[src/rtl/uart_wb_ctrl.sv]
// uart_wb_ctrl: Wishbone-mapped UART controller with separate TX/RX FIFOs,
// sticky clear-on-read error flags, interrupt enables and a TX launcher FSM.
// Optional feature macro: UART_WB_LOOPBACK_EN (CTRL bit3 routes TX into RX).
module uart_wb_ctrl #(
  parameter logic [31:0] BASE_ADDR  = 32'h3000_0000,
  parameter int unsigned TX_DEPTH   = 16,
  parameter int unsigned RX_DEPTH   = 16,
  parameter int unsigned TX_HOLDOFF = 2
) (
  input  logic        clk,
  input  logic        rst,
  input  logic        i_wb_valid,
  input  logic [31:0] i_wb_adr,
  input  logic        i_wb_we,
  input  logic [31:0] i_wb_dat,
  input  logic [3:0]  i_wb_sel,
  output logic        o_wb_ack,
  output logic [31:0] o_wb_dat,
  input  logic [7:0]  i_rx_data,
  input  logic        i_rx_valid,
  input  logic        i_frame_err,
  input  logic        i_tx_busy,
  output logic [7:0]  o_tx,
  output logic        o_tx_start,
  output logic        o_irq
);

  localparam int unsigned TPW = $clog2(TX_DEPTH);
  localparam int unsigned RPW = $clog2(RX_DEPTH);
  localparam int unsigned TCW = TPW + 1;
  localparam int unsigned RCW = RPW + 1;
  localparam int unsigned HCW = $clog2(TX_HOLDOFF + 1);

  localparam logic [31:0] OFF_RX    = 32'h00;
  localparam logic [31:0] OFF_TX    = 32'h04;
  localparam logic [31:0] OFF_STAT  = 32'h08;
  localparam logic [31:0] OFF_CTRL  = 32'h0C;
  localparam logic [31:0] OFF_LEVEL = 32'h10;

  typedef enum logic {S_IDLE = 1'b0, S_HOLD = 1'b1} state_e;

  state_e          state_q, state_d;
  logic [HCW-1:0]  hold_q, hold_d;
  logic            ack_q, ack_d;
  logic [31:0]     dat_q, dat_d;
  logic [7:0]      tx_q, tx_d;
  logic            tx_start_q, tx_start_d;
  logic            irq_q, irq_d;
  logic [3:0]      ctrl_q, ctrl_d;
  logic            rxovr_q, rxovr_d, ferr_q, ferr_d, txovf_q, txovf_d;
  logic [7:0]      tx_mem_q [TX_DEPTH];
  logic [7:0]      tx_mem_d [TX_DEPTH];
  logic [TPW-1:0]  tx_wp_q, tx_wp_d, tx_rp_q, tx_rp_d;
  logic [TCW-1:0]  tx_cnt_q, tx_cnt_d;
  logic [7:0]      rx_mem_q [RX_DEPTH];
  logic [7:0]      rx_mem_d [RX_DEPTH];
  logic [RPW-1:0]  rx_wp_q, rx_wp_d, rx_rp_q, rx_rp_d;
  logic [RCW-1:0]  rx_cnt_q, rx_cnt_d;

  logic [31:0] off_c, rdata_c;
  logic        accept_c, rd_rx_c, wr_tx_c, rd_stat_c, wr_ctrl_c;
  logic        tx_empty_c, tx_full_c, rx_empty_c, rx_full_c;
  logic        launch_c, lb_c, lb_wr_c;
  logic        tx_push_c, rx_in_c, rx_push_c, rxovr_set_c, txovf_set_c;
  logic [7:0]  rx_in_dat_c;
  logic        unused_c;

`ifdef UART_WB_LOOPBACK_EN
  assign lb_c    = ctrl_q[3];
  assign lb_wr_c = i_wb_dat[3];
`else
  assign lb_c    = 1'b0;
  assign lb_wr_c = 1'b0;
`endif

  assign unused_c   = ^{i_wb_sel[3:1], i_wb_dat[31:3]};
  assign tx_empty_c = (tx_cnt_q == '0);
  assign tx_full_c  = (tx_cnt_q == TCW'(TX_DEPTH));
  assign rx_empty_c = (rx_cnt_q == '0);
  assign rx_full_c  = (rx_cnt_q == RCW'(RX_DEPTH));

  // Bus decode: one accepted request per ack, side-effect strobes
  always_comb begin
    off_c     = i_wb_adr - BASE_ADDR;
    accept_c  = i_wb_valid && !ack_q;
    rd_rx_c   = accept_c && !i_wb_we && (off_c == OFF_RX) && !rx_empty_c;
    wr_tx_c   = accept_c && i_wb_we && (off_c == OFF_TX) && i_wb_sel[0];
    rd_stat_c = accept_c && !i_wb_we && (off_c == OFF_STAT);
    wr_ctrl_c = accept_c && i_wb_we && (off_c == OFF_CTRL) && i_wb_sel[0];
  end

  // Read data mux, sampled from pre-update register state
  always_comb begin
    rdata_c = '0;
    if (off_c == OFF_RX) begin
      rdata_c = rx_empty_c ? 32'h0 : {24'h0, rx_mem_q[rx_rp_q]};
    end else if (off_c == OFF_STAT) begin
      rdata_c = {25'h0, txovf_q, ferr_q, rxovr_q, tx_full_c, tx_empty_c, rx_full_c, rx_empty_c};
    end else if (off_c == OFF_CTRL) begin
      rdata_c = {28'h0, ctrl_q};
    end else if (off_c == OFF_LEVEL) begin
      rdata_c = {16'h0, 8'(rx_cnt_q), 8'(tx_cnt_q)};
    end
  end

  // TX launcher: pop when idle and transmitter free, then hold off
  always_comb begin
    state_d  = state_q;
    hold_d   = hold_q;
    launch_c = 1'b0;
    case (state_q)
      S_IDLE: begin
        if (!tx_empty_c && (!i_tx_busy || lb_c)) begin
          launch_c = 1'b1;
          hold_d   = '0;
          state_d  = S_HOLD;
        end
      end
      S_HOLD: begin
        if (hold_q == HCW'(TX_HOLDOFF - 1)) begin
          state_d = S_IDLE;
        end else begin
          hold_d = hold_q + HCW'(1);
        end
      end
      default: state_d = S_IDLE;
    endcase
  end

  // FIFO pointer/count/storage updates; a pop frees a slot for a same-cycle push
  always_comb begin
    tx_mem_d    = tx_mem_q;
    tx_wp_d     = tx_wp_q;
    tx_rp_d     = tx_rp_q;
    rx_mem_d    = rx_mem_q;
    rx_wp_d     = rx_wp_q;
    rx_rp_d     = rx_rp_q;
    tx_push_c   = wr_tx_c && (!tx_full_c || launch_c);
    txovf_set_c = wr_tx_c && tx_full_c && !launch_c;
    rx_in_c     = lb_c ? launch_c : (i_rx_valid && !i_frame_err);
    rx_in_dat_c = lb_c ? tx_mem_q[tx_rp_q] : i_rx_data;
    rx_push_c   = rx_in_c && (!rx_full_c || rd_rx_c);
    rxovr_set_c = rx_in_c && rx_full_c && !rd_rx_c;
    if (tx_push_c) begin
      tx_mem_d[tx_wp_q] = i_wb_dat[7:0];
      tx_wp_d           = tx_wp_q + TPW'(1);
    end
    if (launch_c) tx_rp_d = tx_rp_q + TPW'(1);
    if (rx_push_c) begin
      rx_mem_d[rx_wp_q] = rx_in_dat_c;
      rx_wp_d           = rx_wp_q + RPW'(1);
    end
    if (rd_rx_c) rx_rp_d = rx_rp_q + RPW'(1);
    tx_cnt_d = tx_cnt_q + TCW'(tx_push_c) - TCW'(launch_c);
    rx_cnt_d = rx_cnt_q + RCW'(rx_push_c) - RCW'(rd_rx_c);
  end

  // Control, sticky flags (set beats read-clear), bus and serial outputs
  always_comb begin
    ctrl_d     = ctrl_q;
    if (wr_ctrl_c) ctrl_d = {lb_wr_c, i_wb_dat[2:0]};
    rxovr_d    = (rxovr_q & ~rd_stat_c) | rxovr_set_c;
    ferr_d     = (ferr_q & ~rd_stat_c) | i_frame_err;
    txovf_d    = (txovf_q & ~rd_stat_c) | txovf_set_c;
    ack_d      = accept_c;
    dat_d      = (accept_c && !i_wb_we) ? rdata_c : 32'h0;
    tx_start_d = launch_c && !lb_c;
    tx_d       = tx_start_d ? tx_mem_q[tx_rp_q] : tx_q;
    irq_d      = (ctrl_q[0] & !rx_empty_c) | (ctrl_q[1] & tx_empty_c) |
                 (ctrl_q[2] & (rxovr_q | ferr_q | txovf_q));
  end

  // Control state registers with synchronous reset
  always_ff @(posedge clk) begin
    if (rst) begin
      state_q    <= S_IDLE;
      hold_q     <= '0;
      ack_q      <= 1'b0;
      dat_q      <= '0;
      tx_q       <= '0;
      tx_start_q <= 1'b0;
      irq_q      <= 1'b0;
      ctrl_q     <= '0;
      rxovr_q    <= 1'b0;
      ferr_q     <= 1'b0;
      txovf_q    <= 1'b0;
      tx_wp_q    <= '0;
      tx_rp_q    <= '0;
      tx_cnt_q   <= '0;
      rx_wp_q    <= '0;
      rx_rp_q    <= '0;
      rx_cnt_q   <= '0;
    end else begin
      state_q    <= state_d;
      hold_q     <= hold_d;
      ack_q      <= ack_d;
      dat_q      <= dat_d;
      tx_q       <= tx_d;
      tx_start_q <= tx_start_d;
      irq_q      <= irq_d;
      ctrl_q     <= ctrl_d;
      rxovr_q    <= rxovr_d;
      ferr_q     <= ferr_d;
      txovf_q    <= txovf_d;
      tx_wp_q    <= tx_wp_d;
      tx_rp_q    <= tx_rp_d;
      tx_cnt_q   <= tx_cnt_d;
      rx_wp_q    <= rx_wp_d;
      rx_rp_q    <= rx_rp_d;
      rx_cnt_q   <= rx_cnt_d;
    end
  end

  // FIFO storage; contents are don't-care while the count is zero
  always_ff @(posedge clk) begin
    tx_mem_q <= tx_mem_d;
    rx_mem_q <= rx_mem_d;
  end

  assign o_wb_ack   = ack_q;
  assign o_wb_dat   = dat_q;
  assign o_tx       = tx_q;
  assign o_tx_start = tx_start_q;
  assign o_irq      = irq_q;

endmodule

[config.mk]
export PLATFORM = sky130hd
export DESIGN_NAME = uart_wb_ctrl
export DESIGN_NICKNAME = d
export VERILOG_FILES = /design/src/rtl/uart_wb_ctrl.sv
export SDC_FILE = /design/constraint.sdc
export NUM_CORES = 1
export LEC_CHECK = 0
export BUFFER_PORTS_ARGS = -buffer_cell sky130_fd_sc_hd__clkbuf_2
export CORE_MARGIN = 4
export CORE_UTILIZATION = 45
export CTS_CLUSTER_DIAMETER = 60
export CTS_CLUSTER_SIZE = 8
export DETAILED_ROUTE_END_ITERATION = 8
export PLACE_DENSITY = 0.7
export SKIP_LAST_GASP = 1
export SLEW_MARGIN = 10
export SYNTH_ARGS = -nofsm -noshare
export SYNTH_HDL_FRONTEND = slang
export SYNTH_SLANG_ARGS = --single-unit
export TNS_END_PERCENT = 10
[constraint.sdc]
create_clock -name clk -period 3.35 [get_ports clk]
set_clock_uncertainty 0.15 [all_clocks]
set_input_delay 0.67 -clock clk [delete_from_list [all_inputs] [get_ports clk]]
set_output_delay 0.67 -clock clk [all_outputs]
set_load 0.02 [all_outputs]
Word-level counts from Yosys, hierarchy flattened
Cells that the tools add are included.
{ "classes": {"n_shift": 0, "n_reduce_logical": 37, "eq_ne": 9, "order_cmp": 6, "add_sub_neg": 10, "multipliers": 0, "div_mod_pow": 0, "n_mux": 24, "n_bitwise": 20} }
{ "op_table": {"columns": ["op", "n"], "rows": [
  ["bitwise mux 128 bit", 2],
  ["binary-select mux 8 bit (select 4 bit)", 2],
  ["demux 8 bit (select 4 bit)", 2],
  ["equality test 32 x 4 -> 1 bit, second input constant", 2],
  ["two-way mux 8 bit", 7],
  ["two-way mux 13 bit", 4],
  ["equality test 32 x 3 -> 1 bit, second input constant", 1],
  ["equality test 32 x 5 -> 1 bit, second input constant", 1],
  ["logical NOT 32 bit", 1],
  ["subtractor 32 x 30 -> 32 bit, second input constant", 1],
  [">= comparator 5 bit, second input constant", 4],
  ["logical AND 1 bit", 20],
  ["inverter 4 -> 5 bit", 4],
  ["adder 4 x 1 -> 4 bit, second input constant", 4],
  ["adder 5 x 1 -> 5 bit", 2],
  ["equality test 5 bit, second input constant", 2],
  ["logical NOT 1 bit", 10],
  ["logical NOT 5 bit", 2],
  ["< comparator 5 x 1 -> 1 bit, second input constant", 2],
  ["subtractor 5 x 1 -> 5 bit", 2],
  ["bitwise OR 1 bit", 7],
  ["AND 1 bit", 6],
  ["two-way mux 2 bit", 2],
  ["inequality test 2 bit, second input constant", 2],
  ["9 further kinds", 14]
]} }
{ "word_totals": {"latchBits": 0, "wordCells": 155, "reg_bits": 334, "out_inout_bits": 43, "n_memories": 0, "in_bits": 83, "rom_bits": 0, "ramBits": 0} }

Depth between registers and ports, before layout
{ "logic_depth": {"word_depth": 9, "depth_mapped": 15, "depth_no_buf": 14} }

Worst setup path before layout
OpenSTA, ideal clock, no wires.
{ "synth_timing": {"kind": "input to register", "start": "in i_wb_adr[2]", "end": "reg tx_cnt_q[4]", "arrival_time_ns": 3.047, "setup_ns": 0.128, "path_buffers": 2, "setup_slack_ns": 0.025, "t_required_ns": 3.072, "stages": 14, "cell_sequence": "clkbuf_1 > and4b_1 > nand4_1 > or4_4 > buf_6 > nand2_1 > o31ai_1 > ha_1 > fa_1 > a21oi_1 > nor2_1 > nor2_1 > xnor2_1 > nor2_1"} }
{ "synth_between": {"elab_chain_cells": 7} }
{ "synth_rtl": {"columns": ["item", "line_no", "rtl"], "rows": [
  ["from (decl)", "13", "input logic [31:0] i_wb_adr,"],
  ["subtractor 32 x 30 -> 32 bit", "84", "off_c = i_wb_adr - BASE_ADDR;"],
  ["equality test 32 x 3 -> 1 bit", "87", "wr_tx_c = accept_c && i_wb_we && (off_c == OFF_TX) && i_wb_sel[0];"],
  ["logical AND 1 bit (2 in series)", "87", null],
  ["logical AND 1 bit", "138", "tx_push_c = wr_tx_c && (!tx_full_c || launch_c);"],
  ["adder 5 x 1 -> 5 bit", "154", "tx_cnt_d = tx_cnt_q + TCW'(tx_push_c) - TCW'(launch_c);"],
  ["subtractor 5 x 1 -> 5 bit", "154", null],
  ["to (signal assigned)", "207", "tx_cnt_q <= tx_cnt_d;"],
  ["to (decl)", "54", "logic [TCW-1:0] tx_cnt_q, tx_cnt_d;"]
]} }
Every way passes these cells.
A chain may end at the register's enable or synchronous reset.

Final worst setup path
{ "layout_timing": {"start": "reg rx_cnt_q[3]", "end": "reg rx_cnt_q[4]"} }
{ "layout_between": {"elab_chain_cells": 7, "elab_cells_between_ends": 9, "cone_classes": "2 x add/sub; 1 x eq/ne; 6 x reduce/logical"} }
{ "layout_rtl": {"columns": ["item", "line_no", "rtl"], "rows": [
  ["from (decl)", "58", "logic [RCW-1:0] rx_cnt_q, rx_cnt_d;"],
  ["from (signal assigned)", "210", "rx_cnt_q <= rx_cnt_d;"],
  ["logical NOT 5 bit", "79", "assign rx_empty_c = (rx_cnt_q == '0);"],
  ["logical NOT 1 bit", "86", "rd_rx_c = accept_c && !i_wb_we && (off_c == OFF_RX) && !rx_empty_c;"],
  ["logical AND 1 bit", "86", null],
  ["logical OR 1 bit", "142", "rx_push_c = rx_in_c && (!rx_full_c || rd_rx_c);"],
  ["logical AND 1 bit", "142", null],
  ["adder 5 x 1 -> 5 bit", "155", "rx_cnt_d = rx_cnt_q + RCW'(rx_push_c) - RCW'(rd_rx_c);"],
  ["subtractor 5 x 1 -> 5 bit (*)", "155", null]
]} }
Every way passes the cells marked *; elsewhere a longest branch is shown, timed or not.

==> impl_results.md <==
* Status: finished clean
* Synthesized area at 12910 um2
* Effective utilization at floorplan at 0.4610
* FFs w/ async S/R, synth at 0
* Largest family of logic cells by synthesized area: multiplexers
* Post-synth cell types at slightly above 60
* Skew-Pair Late Insertion Delay at around 540 ps
* Tightest Pin Transition at 731.1 ps
* Critical Path AT at ~3400 ps
* Max FO, Critical Path at 11
* CP endpoint kind: register
* CTS tree: built
* Reg-to-Reg Start: rx_cnt_q[3]$_SDFF_PP0_
* Pin count of the biggest net entering global routing at between 40 and 50
* RePlAce Congestion at 0.7625
* Post-synth EDFFs at between 200 and 300
* Core area at about 28000 um2
* CTS root buf: clkbuf_16
* Worst setup margin at about 260 ps
* Worst Setup Start Kind: register
* Gr ovfl total at 0
* Register area share after synthesis at 0.6868
* Mapped Cells at roughly 760
* Commonest non-fill, non-tap cell in the layout: edfxtp_1
* Vias/cell at approximately 5.4
* Vias at approximately 7000
* RSZ-0062 raised after global routing: no
* Post-DR wirelength/cell at about 20 um
* Yosys top cell area share at 0.5953
* LEAKAGE at 0.005431 uW
* Drt initial violations at 685
* Global-route wire length before repair at roughly 42000 um
* Slew Viols, Final at 0
* Critical path class: register to register
* Slew margin rel. at 0.5126
* Dpl hpwl at ~17000 um
* CTS max path bufs at 3
* Endpoints failing setup at 0
* DIE AREA at between 30000 and 40000 um2
* Detail Route Antenna Nets at 0
* Flop-to-flop setup slack at 260 ps
* Post-synth top flop: edfxtp_1
* I/O pins at roughly 130
* Fillcell total at 2197
* Rows at 61
* Seq cells post-synth at about 320
* Final setup TNS at 0 ps
* H-Tree Depth at 2
* Post-Syn Area per Cell at 16.92 um2
* Worst setup path startpoint: rx_cnt_q[3]$_SDFF_PP0_
* Simple-gate area share of the yosys netlist at 0.07829
* Most frequent cells in the layout: edfxtp_1, clkbuf_2, mux4_2
* Drt total wl at around 27000 um
* Worst Hold Endpoint: ferr_q$_SDFF_PP0_
* Compound-Gate Fraction of Synth Area at 0.04554
* Fmax achieved at approximately 320 MHz
* Yosys top cell by area: edfxtp_1
* GRT Util Overall at 0.1726
* Mux cell area share after synthesis at 0.1297
* Clock slew seen by the registers of the worst setup and hold paths at roughly 50 ps
* Vias in the first global route at about 7400
* Worst EP required at around 3600 ps
* Final Cycle Share at 0.9211
* Final Hold Viols at 0
* DP Worst Slack at -64.10 ps
* Worst IR Drop VDD at ~0.65 mV
* Clk sink count at around 320
* HP Class: input port to register
* Port Buffer Count at just under 80
* Number of max-cap violations at 0
* Reg2Reg Capture Point: rx_cnt_q[4]$_SDFF_PP0_
* Warnings, synthesis at 0
* Die height at about 180 um
* Layout cell share with drive strength beyond 1 at 0.2952
* Xor/xnor cell area share of the yosys netlist at 0.008139
* Initial antenna violation count at 0
* Most area-consuming cells after synthesis: edfxtp_1, mux4_2, dfxtp_1
* Die width at about 180 um
* ANT cells at 0
* Worst-case reg-to-reg path depth at 15
* Residual DRC at 0
* Inserted Clock Buffers at between 40 and 50
* Fin nets at 1016
* Core Util, Final at 0.5591
* Hold depth at 2
* Final Critical Period at 3086 ps
* Hold Path Origin: i_frame_err
* 1st-pass router iterations at 6
* Area Overhead vs Synth at 21.27%
* Synth Area in Adders at 0.02345
* PwrDens at around 640 nW/um2
[cells by family after synthesis]
group                      count (synthesis)
xor gates and xnor gates                  12
adders and majority gates                 23
buffers and inverters                     72
DFF                                      315
AOI/OAI and AO/OA                         87
muxes                                     85
other                                      1
and+or+nand+nor                          168
[flip-flops by register name, summed over array words and instances (netlist names), 2 cells and up]
register and count:
ctrl_q 3, hold_q 2, o_tx 8, o_wb_dat 13, rx_cnt_q 5, rx_mem_q 128
rx_rp_q 4, rx_wp_q 4, tx_cnt_q 5, tx_mem_q 128, tx_rp_q 4, tx_wp_q 4
[critical path: stages, from the launching register on]
cell and delay, ps:
dfxtp_1 310, inv_1 90, ha_1 190, or4b_4 500, nand4_1 150, nor4_2 70, buf_4 180, nand2_1 150
nand2_1 90, ha_1 210, fa_1 390, a21oi_1 140, nor2_1 50, nor2_1 110, xnor2_1 120, nor2_1 50
[Yosys cell counts, drive strengths merged (5+ instances only)]
library cell,instances
edfxtp,256
mux4,65
dfxtp,59
nor2,54
buf,36
a21oi,33
and3,24
clkbuf,22
ha,21
a22oi,19
nor2b,18
inv,14
mux2i,11
nand2,11
mux2,9
and4,8
nor4,8
xnor2,8
a211oi,6
nand3,6
nand4,6
and2,5
nor3,5
[cell type report]
| type | instances | area (um2) | area share |
|---|---|---|---|
| Timing Repair Buffer | 140 | 1154 | 0.07367 |
| Inverter | 14 | 52.55 | 0.003356 |
| Multi-Input combinational cell | 394 | 3764 | 0.2403 |
| Clock inverter | 4 | 96.34 | 0.006152 |
| Tap cell | 378 | 473.0 | 0.03020 |
| Clock buffer | 78 | 1250 | 0.07982 |
| Sequential cell | 315 | 8871 | 0.5665 |
[metrics by stage]
step | std cells | power (uW) | area (um2) | hold slack (ps)
floorplan | 781 | 5472 | 12980 | 296.8
global placement | 1241 | 5843 | 14310 | 288.7
detailed placement | 1241 | 5871 | 14310 | 315.9
CTS | 1323 | 10120 | 15660 | 220.0
global route | 1323 | 10470 | 15660 | 231.7
finish | 1323 | 10040 | 15660 | 240.0
[metal layers]
| layer | GRT usage | vias to the layer above | share of wire |
|---|---|---|---|
| li1 | - | 3290 | - |
| met1 | 0.2297 | 3603 | 0.42 |
| met2 | 0.2868 | 201 | 0.50 |
| met3 | 0.02897 | 52 | 0.046 |
| met4 | 0.06542 | 0 | 0.031 |
| met5 | 0 | - | 0 |
[timing repair]
item,in CTS,in global routing
gates resized for setup,0,1
setup buffers,0,0
hold buffers,0,0
setup endpoints to repair,0,1
[how the worst max path moves through the flow]
stage          slack [ps]  cells past startpoint                      to
2_1_floorplan          30                     14  tx_cnt_q[4]$_SDFF_PP0_
3_3_place_gp          -20                     14  tx_cnt_q[4]$_SDFF_PP0_
3_5_place_dp          -60                     13  tx_cnt_q[4]$_SDFF_PP0_
4_1_cts                60                     15  rx_cnt_q[4]$_SDFF_PP0_
5_1_grt                90                     15  rx_cnt_q[4]$_SDFF_PP0_
6_report              260                     15  rx_cnt_q[4]$_SDFF_PP0_
[report_power, final]
group	internal [uW]	total [uW]	switching, uW
registers	4350	4460	116
logic	653	1350	693
clock network	2610	4230	1620
Power figures use the tool's default switching activity.
